===== src/rtl/core_pkg.sv =====
// Shared RV32I core definitions: opcodes, load/store width codes, memory-stage
// state encoding and the store-lane / alignment helpers.
package core_pkg;

   localparam logic [6:0] R_TYPE = 7'b0110011;
   localparam logic [6:0] I_TYPE = 7'b0010011;
   localparam logic [6:0] LOAD   = 7'b0000011;
   localparam logic [6:0] STORE  = 7'b0100011;
   localparam logic [6:0] BRANCH = 7'b1100011;
   localparam logic [6:0] JAL    = 7'b1101111;
   localparam logic [6:0] JALR   = 7'b1100111;
   localparam logic [6:0] LUI    = 7'b0110111;
   localparam logic [6:0] AUIPC  = 7'b0010111;

   localparam logic [2:0] F3_B  = 3'b000;
   localparam logic [2:0] F3_H  = 3'b001;
   localparam logic [2:0] F3_W  = 3'b010;
   localparam logic [2:0] F3_BU = 3'b100;
   localparam logic [2:0] F3_HU = 3'b101;

   typedef enum logic [1:0] {IDLE, REQ, RESP} mem_state_t;

   // Unsigned load widths are illegal encodings for stores.
   function automatic logic access_misaligned(input logic [2:0] funct3,
                                              input logic [1:0] off,
                                              input logic       is_store);
      logic legal;
      legal = (funct3 == F3_B) || (funct3 == F3_H) || (funct3 == F3_W) ||
              (!is_store && ((funct3 == F3_BU) || (funct3 == F3_HU)));
      return !legal || ((funct3[1:0] == 2'b01) && off[0]) ||
             ((funct3[1:0] == 2'b10) && (off != 2'b00));
   endfunction

   function automatic logic [3:0] store_be(input logic [2:0] funct3,
                                           input logic [1:0] off);
      case (funct3[1:0])
         2'b00:   return 4'b0001 << off;
         2'b01:   return 4'b0011 << off;
         default: return 4'b1111;
      endcase
   endfunction

   function automatic logic [31:0] store_lanes(input logic [2:0]  funct3,
                                               input logic [31:0] data);
      case (funct3[1:0])
         2'b00:   return {4{data[7:0]}};
         2'b01:   return {2{data[15:0]}};
         default: return data;
      endcase
   endfunction

endpackage


===== src/rtl/mem_load_format.sv =====
// Load data formatter: selects byte/half from a fetched word and extends it
// according to funct3.
module mem_load_format
   import core_pkg::*;
(
   input  logic [31:0] rdata,
   input  logic [1:0]  offset,
   input  logic [2:0]  funct3,
   output logic [31:0] wdata32
);

   logic [7:0]  byte_sel;
   logic [15:0] half_sel;

   always_comb begin
      case (offset)
         2'd0:    byte_sel = rdata[7:0];
         2'd1:    byte_sel = rdata[15:8];
         2'd2:    byte_sel = rdata[23:16];
         default: byte_sel = rdata[31:24];
      endcase
      half_sel = offset[1] ? rdata[31:16] : rdata[15:0];
   end

   always_comb begin
      case (funct3)
         F3_B:    wdata32 = {{24{byte_sel[7]}}, byte_sel};
         F3_BU:   wdata32 = {24'd0, byte_sel};
         F3_H:    wdata32 = {{16{half_sel[15]}}, half_sel};
         F3_HU:   wdata32 = {16'd0, half_sel};
         default: wdata32 = rdata;
      endcase
   end

endmodule


===== src/rtl/stage_memory.sv =====
// Memory/writeback stage: issues loads/stores on the dmem valid/ready bus,
// stalls execute while an access is outstanding, and registers the writeback.
//
// state | meaning
// IDLE  | accepting from execute; ALU results pass straight to writeback
// REQ   | request held on the bus until dmem_req_ready
// RESP  | load issued, waiting for dmem_rsp_valid
module stage_memory
   import core_pkg::*;
#(
   parameter int XLEN = 32
) (
   input  logic            clk,
   input  logic            rst,
   input  logic            ex_valid,
   input  logic [XLEN-1:0] ex_alu_result,
   input  logic [XLEN-1:0] ex_store_data,
   input  logic [4:0]      ex_rd,
   input  logic [2:0]      ex_funct3,
   input  logic            ex_wr_enable,
   input  logic            ex_mem_to_reg,
   input  logic            ex_mem_write,
   output logic            mem_stall,
   output logic            mem_misaligned,
   output logic            dmem_req_valid,
   input  logic            dmem_req_ready,
   output logic [XLEN-1:0] dmem_addr,
   output logic            dmem_we,
   output logic [3:0]      dmem_be,
   output logic [XLEN-1:0] dmem_wdata,
   input  logic            dmem_rsp_valid,
   input  logic [XLEN-1:0] dmem_rdata,
   output logic [4:0]      wb_wr_addr,
   output logic [XLEN-1:0] wb_wr_data,
   output logic            wb_wr_enable
);

   mem_state_t      state, state_next;
   logic            mem_op, misaligned;
   logic            alu_done, drop, capture, req_done, rsp_done;
   logic [1:0]      off_q;
   logic [2:0]      f3_q;
   logic [4:0]      rd_q;
   logic            wr_en_q;
   logic [XLEN-1:0] load_data;

   assign mem_op     = ex_mem_to_reg | ex_mem_write;
   assign misaligned = access_misaligned(ex_funct3, ex_alu_result[1:0], ex_mem_write);

   mem_load_format u_load_format (
      .rdata   (dmem_rdata),
      .offset  (off_q),
      .funct3  (f3_q),
      .wdata32 (load_data)
   );

   always_comb begin
      state_next = state;
      mem_stall  = 1'b0;
      alu_done   = 1'b0;
      drop       = 1'b0;
      capture    = 1'b0;
      req_done   = 1'b0;
      rsp_done   = 1'b0;
      case (state)
         IDLE: begin
            if (ex_valid) begin
               if (!mem_op) begin
                  alu_done = 1'b1;
               end else if (misaligned) begin
                  drop = 1'b1;
               end else begin
                  capture    = 1'b1;
                  mem_stall  = 1'b1;
                  state_next = REQ;
               end
            end
         end
         REQ: begin
            if (dmem_req_ready) begin
               req_done   = 1'b1;
               mem_stall  = !dmem_we;
               state_next = dmem_we ? IDLE : RESP;
            end else begin
               mem_stall = 1'b1;
            end
         end
         RESP: begin
            if (dmem_rsp_valid) begin
               rsp_done   = 1'b1;
               state_next = IDLE;
            end else begin
               mem_stall = 1'b1;
            end
         end
         default: state_next = IDLE;
      endcase
   end

   always_ff @(posedge clk) begin
      if (rst) begin
         state          <= IDLE;
         dmem_req_valid <= 1'b0;
         dmem_we        <= 1'b0;
         dmem_be        <= 4'd0;
         dmem_addr      <= '0;
         dmem_wdata     <= '0;
         wb_wr_addr     <= 5'd0;
         wb_wr_data     <= '0;
         wb_wr_enable   <= 1'b0;
         mem_misaligned <= 1'b0;
         off_q          <= 2'd0;
         f3_q           <= 3'd0;
         rd_q           <= 5'd0;
         wr_en_q        <= 1'b0;
      end else begin
         state          <= state_next;
         wb_wr_enable   <= 1'b0;
         mem_misaligned <= drop;
         if (alu_done) begin
            wb_wr_enable <= ex_wr_enable && (ex_rd != 5'd0);
            wb_wr_addr   <= ex_rd;
            wb_wr_data   <= ex_alu_result;
         end
         if (capture) begin
            dmem_req_valid <= 1'b1;
            dmem_we        <= ex_mem_write;
            dmem_addr      <= {ex_alu_result[XLEN-1:2], 2'b00};
            dmem_be        <= ex_mem_write ? store_be(ex_funct3, ex_alu_result[1:0]) : 4'd0;
            dmem_wdata     <= ex_mem_write ? store_lanes(ex_funct3, ex_store_data) : '0;
            off_q          <= ex_alu_result[1:0];
            f3_q           <= ex_funct3;
            rd_q           <= ex_rd;
            wr_en_q        <= ex_wr_enable;
         end
         if (req_done) begin
            dmem_req_valid <= 1'b0;
         end
         if (rsp_done) begin
            wb_wr_enable <= wr_en_q && (rd_q != 5'd0);
            wb_wr_addr   <= rd_q;
            wb_wr_data   <= load_data;
         end
      end
   end

endmodule


===== config.mk =====
export PLATFORM = sky130hd
export DESIGN_NAME = stage_memory
export DESIGN_NICKNAME = d
export VERILOG_FILES = /design/src/rtl/core_pkg.sv /design/src/rtl/mem_load_format.sv /design/src/rtl/stage_memory.sv
export SDC_FILE = /design/constraint.sdc
export NUM_CORES = 1
export LEC_CHECK = 0
export CORE_MARGIN = 2
export CORE_UTILIZATION = 28
export DETAILED_ROUTE_END_ITERATION = 10
export PLACE_DENSITY_LB_ADDON = 0.2
export SYNTH_ARGS = -nofsm -noshare
export SYNTH_HDL_FRONTEND = slang
export SYNTH_SLANG_ARGS = --single-unit
export TNS_END_PERCENT = 50

===== constraint.sdc =====
create_clock -name clk -period 2.5 [get_ports clk]
set_input_delay 0.25 -clock clk [delete_from_list [all_inputs] [get_ports clk]]
set_output_delay 0.25 -clock clk [all_outputs]
set_load 0.02 [all_outputs]

Word level (Yosys, flattened, before mapping)
Index checks and enable logic that the tools add are counted.
{"block": "word_totals", "elab_cells": 99, "out_inout_bits": 110, "regBits": 120}
{"block": "classes", "n_reduce_logical": 26, "n_mux": 35, "bitwise_logic": 4, "n_eq_ne": 18, "shift": 2}
{"cell": "case mux 32 bit (4 select lines)", "count": 1}
{"cell": "two-way mux 32 bit", "count": 3}
{"cell": "case mux 32 bit (2 select lines)", "count": 1}
{"cell": "case mux 8 bit (3 select lines)", "count": 1}
{"cell": "two-way mux 1 bit", "count": 16}
{"cell": "two-way mux 16 bit", "count": 1}
{"cell": "equality test 3 bit (second input constant)", "count": 4}
{"cell": "two-way mux 2 bit", "count": 6}
{"cell": "two-way mux 5 bit", "count": 2}
{"cell": "inequality test 2 bit (second input constant)", "count": 5}
{"cell": "nonzero test 5 bit", "count": 2}
{"cell": "case mux 4 bit (2 select lines)", "count": 1}
{"cell": "equality test 2 x 1 -> 1 bit (second input constant)", "count": 3}
{"cell": "equality test 2 bit (second input constant)", "count": 3}
{"cell": "equality test 3 x 1 -> 1 bit (second input constant)", "count": 2}
{"cell": "zero test 2 bit", "count": 3}
{"cell": "zero test 3 bit", "count": 2}
{"cell": "logical OR 1 bit", "count": 6}
{"cell": "case mux 2 bit (3 select lines)", "count": 1}
{"cell": "logical AND 1 bit", "count": 5}
{"cell": "AND reduction 5 bit", "count": 1}
{"cell": "two-way mux 4 bit", "count": 1}
{"cell": "nonzero test 2 bit", "count": 2}
{"cell": "OR reduction 4 bit", "count": 1}
{"cell": "8 further kinds", "count": 12}

Longest topological paths before layout
Gate-level depths: netlist of the first run.
{"block": "depth", "depth_word": 11, "mapped_depth": 7, "depth_no_buf": 4}

By module
From an unflattened synthesis of the first run, not the netlist that was laid out.
{"block": "unflattened", "hier_cells": 738, "hier_area_um2": 6541.3}
{"mod": "stage_memory", "cells_each": 605, "area_each_um2": 5571.6, "seq_area_each_um2": 2402.3, "n_inst": 1}
{"mod": "mem_load_format", "cells_each": 133, "area_each_um2": 969.7, "seq_area_each_um2": 0.0, "n_inst": 1}

Worst setup path after synthesis of the first run
Ideal clock, no wire load.
{"block": "synth_path", "path_type": "reg-to-output", "from": "reg state[0]", "to": "out mem_stall", "path_stages_with_launch": 7, "path_buffers": 3, "setup_slack_ps": 519, "t_arrival_ps": 1731, "path_cell_list": "dfxtp_1 or3b_2 clkbuf_1 a211o_1 buf_2 clkbuf_1 o211ai_1"}
{"block": "synth_between", "elab_chain_cells": 2, "elab_cells_between_ends": 4, "classes_between": "2 x eq/ne; 1 x mux; 1 x reduce/logical"}
{"element": "start, declared", "line_no": "stage_memory.sv:38", "source": "mem_state_t state, state_next;"}
{"element": "start signal, assigned", "line_no": "stage_memory.sv:117", "source": "state <= state_next;"}
{"element": "equality test 2 bit, or another cell as far along", "line_no": "stage_memory.sv:65", "source": "case (state)"}
{"element": "case mux 1 bit (3 select lines) *", "line_no": "stage_memory.sv:65"}
{"element": "end, declared", "line_no": "stage_memory.sv:23", "source": "output logic mem_stall,"}
Every way passes the cells marked *; elsewhere a longest branch is shown, timed or not.

Worst setup path after layout of the first run
{"block": "layout_path", "from": "in ex_funct3[0]", "to": "out mem_stall"}
{"block": "layout_between", "elab_chain_cells": 11, "elab_cells_between_ends": 21, "classes_between": "6 x eq/ne; 4 x mux; 11 x reduce/logical"}
{"element": "start, declared", "line_no": "stage_memory.sv:19", "source": "input logic [2:0] ex_funct3,"}
{"element": "equality test 3 x 1 -> 1 bit, or another cell as far along", "line_no": "core_pkg.sv:28", "source": "legal = (funct3 == F3_B) || (funct3 == F3_H) || (funct3 == F3_W) ||"}
{"element": "logical OR 1 bit, on equally long branches", "line_no": "core_pkg.sv:28, core_pkg.sv:29"}
{"element": "logical OR 1 bit or logical AND 1 bit (tied branches)", "line_no": "core_pkg.sv:28, core_pkg.sv:29"}
{"element": "logical OR 1 bit", "line_no": "core_pkg.sv:28"}
{"element": "zero test 1 bit", "line_no": "core_pkg.sv:30", "source": "return !legal || ((funct3[1:0] == 2'b01) && off[0]) ||"}
{"element": "logical OR 1 bit", "line_no": "core_pkg.sv:30"}
{"element": "logical OR 1 bit *", "line_no": "core_pkg.sv:30"}
{"element": "two-way mux 1 bit *", "line_no": "stage_memory.sv:70", "source": "end else if (misaligned) begin"}
{"element": "two-way mux 1 bit *", "line_no": "stage_memory.sv:68", "source": "if (!mem_op) begin"}
{"element": "two-way mux 1 bit *", "line_no": "stage_memory.sv:67", "source": "if (ex_valid) begin"}
{"element": "case mux 1 bit (3 select lines) *", "line_no": "stage_memory.sv:65"}
Marked as above.

==> flow_summary_export.csv, run 1 <==
group,metric,value,unit
min_path,min_path_type,"input pin to flop",
cts,cts_buffer_depth,2,
worst_setup_path,end_kind,"primary output",
drt,met3_length,928,um
worst_setup_path,arrival,2090,ps
power_and_ir_drop,sw_frac_of_total,26.0,%
cts,clk_pin_slew_worst_paths,50,ps
synthesis,synth_cells,632,
sta,maxSlewHeadroom,54.2,%
placed_design,io_buffers,219,
finish,final_nets,967,
sta,fin_crit_sh,93.4,%
finish,syn2layout_area_growth,60.5,%
die,io_pins,222,
sta,setup_slack,164,ps
power_and_ir_drop,leakage,3.04,nW
sta,fmax,428,MHz
placed_design,dpl.hpwl,14300,um
sta,tightestPinTransition,686,ps
die,fp.coreArea,18500,um2
power_and_ir_drop,p_per_area,626,nW/um2
drt,drt_iter0_markers,253,
power_and_ir_drop,combPwrFrac,15.8,%
drt,wl_met2,8980,um
cts,htreeDepth,4,
sta,rsz0062_at_grt,"false",
power_and_ir_drop,clockPowerShare,45.6,%
sta,whs,282,ps
drt,drtPass1Iterations,5,
worst_setup_path,worstPathRequired,2250,ps
worst_setup_path,crit_fanout,2,
die,die_h,141,um
placed_design,place_ws,-117,ps
die,initial_core_util,28.3,%
finish,final_cell_mix,"clkdlybuf4s50_1, nand2_1, dfxtp_1, a21oi_1, nor2_1",
sta,layout_min_cycle_time,2340,ps
finish,drive_gt1_share,10.5,%
drt,wl,19700,um
grt,grt_pass1_wl,30100,um
grt,grt_max_degree,52,
sta,setup_tns,0,ps
finish,diodes,0,
worst_setup_path,start_kind,"input pin",
placed_design,dpl.cell_count,1070,
cts,numCtsBuffers,17,
die,die_area,19900,um2
cts,root_buffer,"clkbuf_16",
drt,wire_per_inst,17.8,um
sta,setup_viol,0,
power_and_ir_drop,power_switching,1.37,mW
status,outcome,"complete, no violations",
drt,wl_met1,9440,um
drt,vias,5352,
sta,final-hold-violation-count,0,
finish,layout_commonest_cell,"clkdlybuf4s50_1",
synthesis,synth.avg_cell_area,8.30,um2
power_and_ir_drop,total_power,5.27,mW
drt,via_per_inst,4.86,
drt,drc,0,
finish,stdcell_count,1102,
sta,fin_skew,9.39,ps
power_and_ir_drop,irDropWorstVdd,0.480,mV
cts,clkLatencyLatePin,420,ps
finish,fillers,1844,
drt,top_layer_used,"met4",
grt,grt.overflow.total,0,
grt,track_usage,19.6,%
synthesis,yosys_warnings,0,
synthesis,ys_types,45,
sta,finalMaxSlewViolations,0,
cts,cts_tree,"yes",
grt,antenna_found_initial,0,
drt,antenna_left,0,
die,die_x,141,um
cts,hold_buffers,0,
placed_design,place_congestion,0.793,
cts,post-cts-setup-buffers,0,
power_and_ir_drop,power.internal,3.90,mW
synthesis,syn_area,5250,um2
grt,grt_pass1_vias,5221,
synthesis,yosysSeqAreaShare,45.8,%
run,drv_cap,0,
worst_setup_path,worstSetupPathType,"input pin to primary output",
power_and_ir_drop,seq_power_share,38.6,%
die,row_count,50,
cts,cts.sinks,120,
synthesis,ys_seq_elements,120,
## stage by stage
stage	instance area (um2)	util, %
2_1_floorplan	5250	-
3_3_place_gp	7840	42.4
3_5_place_dp	7840	42.4
4_1_cts	8420	45.5
5_1_grt	8420	45.5
6_report	8420	45.5
## cell families (layout without fill, tap and decap cells)
group	after synthesis	in the layout	share of synthesized area [%]
multiplexers	36	36	7.32
other	1	2	0.0715
flip-flops	120	120	45.8
AND/OR/NAND/NOR	250	250	21.1
AO/OA/AOI/OAI	167	167	21.2
buffers and inverters	58	293	4.51
## registers in the layout, summed over array words and instances, names as in the netlist
signal and flops:
dmem_addr 30, dmem_be 4, dmem_req_valid 1, dmem_wdata 32
dmem_we 1, f3_q 3, mem_misaligned 1, off_q 2
rd_q 5, state 2, wb_wr_addr 5, wb_wr_data 32
wb_wr_enable 1, wr_en_q 1
## worst max-delay path, cell delays in order
cell	delay [ps]
clkdlybuf4s50_1	450
or4_4	550
a211o_2	360
o211ai_1	120
dlygate4sd2_1	360
## power by group through the flow
stage / sequential [mW] / combinational [mW] / clock [mW]
detailed placement: 2.08 / 0.835 / 0
floorplan: 2.16 / 0.280 / 0
global placement: 2.08 / 0.834 / 0
CTS: 2.04 / 0.838 / 2.46
finish: 2.04 / 0.833 / 2.40
global route: 2.05 / 0.892 / 2.55
## path summary, 6_finish.rpt
| check | cells past startpoint | start | slack (ps) | endpoint |
|---|---|---|---|---|
| min | 2 | rst | 280 | dmem_addr[6] |
| min reg2reg | 2 | dmem_wdata[13] | 450 | dmem_wdata[13] |
| max reg2reg | 6 | state[1] | 390 | dmem_wdata[0] |
| max | 5 | ex_funct3[0] | 160 | mem_stall |
## cells in the mapped netlist, drive strengths merged
| cell type | number | area [um2] |
|---|---|---|
| and3 | 7 | 43.8 |
| o211ai | 3 | 22.5 |
| a22o | 17 | 149 |
| o21a | 1 | 7.51 |
| mux2i | 26 | 260 |
| nand2 | 128 | 480 |
| o21bai | 8 | 60.1 |
| nor3b | 2 | 26.3 |
| nor2 | 52 | 195 |
| a221oi | 7 | 61.3 |
| o2bb2ai | 11 | 96.3 |
| a22oi | 4 | 30.0 |
| a221o | 1 | 10.0 |
| nand3 | 12 | 60.1 |
| a311oi | 1 | 8.76 |
| nand2b | 2 | 12.5 |
| mux2 | 9 | 101 |
| o21ai | 16 | 80.1 |
| nor2b | 8 | 50.1 |
| buf | 9 | 52.5 |
| or4 | 3 | 26.3 |
| nor3 | 18 | 90.1 |
| mux4 | 1 | 22.5 |
| o22a | 1 | 8.76 |
| nand3b | 3 | 22.5 |
| conb | 1 | 3.75 |
| clkbuf | 45 | 169 |
| or2 | 3 | 18.8 |
| inv | 4 | 15.0 |
| a21o | 1 | 7.51 |
| nand4b | 1 | 8.76 |
| o22ai | 8 | 50.1 |
| a211oi | 1 | 20.0 |
| a21oi | 69 | 345 |
| a211o | 2 | 17.5 |
| dfxtp | 120 | 2400 |
| a2111oi | 16 | 140 |
| nor4 | 10 | 62.6 |
| or3b | 1 | 8.76 |
## area by class of cell
class / count / area (um2) / share of cell area [%]
sequential: 120 / 2400 / 28.5
multi-input combinational: 455 / 2630 / 31.2
timing repair buffer: 257 / 2510 / 29.8
clock inverter: 12 / 128 / 1.52
clock buffer: 20 / 447 / 5.30
inverter: 4 / 15.0 / 0.178
tap: 234 / 293 / 3.48
## timing repair
action	in CTS	in global routing
pin swaps	0	0
gates resized for setup	1	1
endpoints found under the setup margin	1	5
## layer usage
layer,GRT usage [%],up-vias
met5,0,-
met4,6.53,0
met3,3.94,21
met2,30.7,164
met1,27.2,2471
li1,-,2696
Note: power is estimated with default switching activity, not from simulation.
==> inputs of run 2 (changes only) <==
- REMOVE_ABC_BUFFERS: not set -> 1
- SLEW_MARGIN: not set -> 20
==> flow_summary_export.csv, run 2 (synthesis gave the netlist of run 1 again) <==
group,metric,value,unit
die,initial_core_util,28.3,%
cts,cts.sinks,120,
cts,cts_resized,1,
finish,layout_commonest_cell,"clkdlybuf4s50_1",
finish,syn2layout_area_growth,60.2,%
finish,drive_gt1_share,9.87,%
drt,antenna_left,0,
min_path,min_path_type,"input pin to flop",
power_and_ir_drop,irDropWorstVdd,0.440,mV
worst_setup_path,slowest_delay,570,ps
drt,wire_per_inst,17.3,um
worst_setup_path,critPathBufInv,2,
drt,vias,5408,
grt,track_usage,19.1,%
finish,top_regs,"dmem_wdata: 32 flops, wb_wr_data: 32 flops, dmem_addr: 30 flops",
sta,maxSlewHeadroom,51.3,%
sta,finalMaxSlewViolations,0,
finish,diodes,0,
cts,numCtsBuffers,17,
sta,setup_tns,0,ps
sta,rsz0062_at_grt,"false",
finish,stdcell_count,1095,
worst_setup_path,end_kind,"primary output",
cts,post-cts-setup-buffers,0,
placed_design,place_ws,-172,ps
cts,cts_tree,"yes",
die,die_x,141,um
sta,tightestPinTransition,728,ps
die,die_area,19900,um2
cts,cts_buffer_depth,2,
grt,grt_pass1_wl,29700,um
cts,clkLatencyLatePin,410,ps
drt,drc,0,
worst_setup_path,arrival,2120,ps
worst_setup_path,path_delay_family,"buffers and inverters",
finish,final_cell_mix,"clkdlybuf4s50_1, nand2_1, dfxtp_1, a21oi_1, nor2_1",
finish,regArea,2400,um2
worst_setup_path,path_cells,"clkdlybuf4s50_1 -> or4_4 -> a211o_2 -> o211ai_1 -> dlygate4sd2_1",
min_path,worstHoldStart,"rst",
drt,via_per_inst,4.94,
run,drv_cap,0,
cts,clk_pin_slew_worst_paths,60,ps
sta,whs,337,ps
worst_setup_path,start_kind,"input pin",
worst_setup_path,crit_start,"ex_alu_result[0]",
sta,fin_crit_sh,94.7,%
worst_setup_path,worstPathRequired,2250,ps
grt,antenna_found_initial,0,
placed_design,dpl.hpwl,13300,um
die,fp.coreArea,18500,um2
finish,postLayoutCoreUtil,45.4,%
sta,fin_skew,7.34,ps
power_and_ir_drop,leakage,3.02,nW
die,row_count,50,
cts,hold_buffers,0,
drt,drtPass1Iterations,4,
placed_design,dpl.cell_count,1063,
grt,grt.overflow.total,0,
power_and_ir_drop,p_per_area,630,nW/um2
sta,setup_viol,0,
placed_design,io_buffers,219,
worst_setup_path,timing.rr.start,"state[0]",
drt,wl,18900,um
finish,fillers,1866,
sta,layout_min_cycle_time,2370,ps
grt,grt_pass1_vias,5329,
sta,fmax,422,MHz
finish,final_nets,960,
sta,final-hold-violation-count,0,
cts,htreeDepth,4,
drt,drt_iter0_markers,227,
placed_design,place_congestion,0.736,
worst_setup_path,slowest_stage,"or4_4",
cts,root_buffer,"clkbuf_16",
worst_setup_path,worstSetupPathType,"input pin to primary output",
sta,setup_slack,133,ps
die,die_h,141,um
die,io_pins,222,
status,outcome,"complete, no violations",
worst_setup_path,crit_fanout,3,
finish,multi_input_area,2620,um2
grt,grt_max_degree,52,
==> run 2: cell count changes in the layout (fill, tap and decap cells not counted), sizes merged <==
cell,previous run,this run
buf,39,32
clkbuf,20,18
clkinvlp,4,5
inv,4,5
==> run 2: layout make-up <==
| cell class | instances | area share [%] |
|---|---|---|
| Clock inverter | 14 | 1.80 |
| Multi-Input combinational cell | 455 | 31.2 |
| Inverter | 4 | 0.179 |
| Clock buffer | 18 | 5.22 |
| Tap cell | 234 | 3.48 |
| Sequential cell | 120 | 28.6 |
| Timing Repair Buffer | 250 | 29.5 |
==> run 2: final timing paths <==
path	end	cells past startpoint	slack [ps]
max reg2reg	dmem_be[0]	6	400
min	dmem_addr[20]	2	340
max	mem_stall	5	130
min reg2reg	dmem_wdata[8]	2	450
==> run 2: metal layers <==
layer | part of all wire (%) | global-route usage (%) | wire length, um
met5 | 0 | 0 | 0
met4 | 0.88 | 5.53 | 167
met3 | 8.8 | 6.76 | 1670
met2 | 46 | 30.9 | 8660
met1 | 45 | 24.1 | 8460
==> run 2: metrics by stage <==
stage	area [um2]	power (mW)
detailed placement	7820	2.90
CTS	8410	5.37
global route	8410	5.53
floorplan	5030	2.39
finish	8410	5.29
global placement	7820	2.90
==> run 2: report_power, final <==
| group | internal [mW] | switching (mW) | leakage [nW] |
|---|---|---|---|
| registers | 1.99 | 0.0442 | 0.975 |
| logic | 0.418 | 0.401 | 1.77 |
| clock network | 1.50 | 0.940 | 0.275 |
==> inputs of run 3 (changes only) <==
- clock period: 2.5 -> 2.57 ns (I/O delays scaled with it)
==> flow_summary_export.csv, run 3 (synthesis gave the netlist of run 1 again) <==
group,metric,value,unit
die,die_area,19900,um2
grt,grt.overflow.total,0,
die,io_pins,222,
finish,layout_commonest_cell,"clkdlybuf4s50_1",
worst_setup_path,worstPathRequired,2310,ps
drt,drc,0,
drt,drt_iter0_markers,239,
sta,maxSlewHeadroom,52.5,%
finish,final_cell_area,8370,um2
status,outcome,"complete, no violations",
power_and_ir_drop,irDropWorstVdd,0.439,mV
worst_setup_path,end_kind,"primary output",
placed_design,dpl.hpwl,13200,um
die,initial_core_util,28.3,%
sta,finalMaxSlewViolations,0,
power_and_ir_drop,total_power,5.15,mW
drt,wl,18900,um
sta,setup_viol,0,
cts,cts_resized,1,
power_and_ir_drop,leakage,3.01,nW
run,drv_cap,0,
cts,htreeDepth,4,
finish,final_cell_mix,"clkdlybuf4s50_1, nand2_1, dfxtp_1, a21oi_1, nor2_1",
cts,cts.sinks,120,
sta,rsz0062_at_grt,"false",
cts,cts_buffer_depth,2,
drt,drtPass1Iterations,5,
cts,root_buffer,"clkbuf_16",
finish,final_nets,959,
worst_setup_path,slowest_stage,"or4_4",
grt,antenna_found_initial,0,
drt,via_per_inst,4.91,
die,die_h,141,um
worst_setup_path,path_delay_family,"buffers and inverters",
die,die_x,141,um
worst_setup_path,worstSetupPathType,"input pin to primary output",
grt,track_usage,19.1,%
cts,post-cts-setup-buffers,0,
min_path,min_path_type,"input pin to flop",
finish,postLayoutCoreUtil,45.2,%
sta,fmax,424,MHz
worst_setup_path,critPathBufInv,2,
drt,wire_per_inst,17.3,um
sta,layout_min_cycle_time,2360,ps
sta,setup_tns,0,ps
grt,grt_max_degree,52,
power_and_ir_drop,p_per_area,615,nW/um2
finish,top_regs,"dmem_wdata: 32 flops, wb_wr_data: 32 flops, dmem_addr: 30 flops",
placed_design,place_congestion,0.735,
sta,final-hold-violation-count,0,
cts,clkLatencyLatePin,420,ps
cts,cts_tree,"yes",
die,row_count,50,
cts,hold_buffers,0,
drt,antenna_left,0,
worst_setup_path,slowest_delay,570,ps
sta,tightestPinTransition,709,ps
worst_setup_path,start_kind,"input pin",
drt,vias,5377,
worst_setup_path,path_cells,"clkdlybuf4s50_1 -> or4_4 -> a211o_2 -> o211ai_1 -> dlygate4sd2_1",
finish,drive_gt1_share,9.77,%
worst_setup_path,arrival,2100,ps
sta,fin_crit_sh,91.9,%
sta,fin_skew,7.20,ps
finish,syn2layout_area_growth,59.6,%
worst_setup_path,crit_fanout,3,
placed_design,placed_area,7780,um2
finish,diodes,0,
cts,clk_pin_slew_worst_paths,60,ps
cts,numCtsBuffers,17,
placed_design,io_buffers,219,
grt,grt_pass1_vias,5314,
grt,grt_pass1_wl,29700,um
die,fp.coreArea,18500,um2
run 3: final timing paths:
path | end | startpoint | depth (start not counted) | slack, ps
worst min-delay path | dmem_addr[21] | rst | 2 | 330
worst min register to register | dmem_wdata[15] | dmem_wdata[15] | 2 | 450
worst max register to register | dmem_be[0] | state[0] | 6 | 450
worst max-delay path | mem_stall | ex_alu_result[0] | 5 | 210
run 3: layout make-up:
| cell class | instances | area, um2 |
|---|---|---|
| multi-input cells | 455 | 2620 |
| clock buffers | 18 | 439 |
| flip-flops and latches | 120 | 2400 |
| fillers | 1851 | 10100 |
| clock inverters | 14 | 151 |
| repair buffers | 249 | 2450 |
| inverters | 4 | 15.0 |
| well taps | 234 | 293 |
run 3: per-stage QoR:
step / hold WS, ps / instances / setup slack (ps)
after CTS: 342 / 1094 / 182
final: 329 / 1094 / 209
after floorplan: 326 / 579 / -470
after global placement: 438 / 1062 / -109
after global routing: 347 / 1094 / 124
after detailed placement: 445 / 1062 / -101
run 3: per-layer routing:
layer	vias to the layer above	track usage (%)	part of all wire, %
li1	2676	-	-
met1	2503	23.9	45
met2	178	30.6	45
met3	20	7.27	9.1
met4	0	5.63	1.1
met5	-	0	0
run 3: where the power goes:
group	switching, mW	internal, mW
logic	0.388	0.401
registers	0.0441	1.94
clock network	0.924	1.45
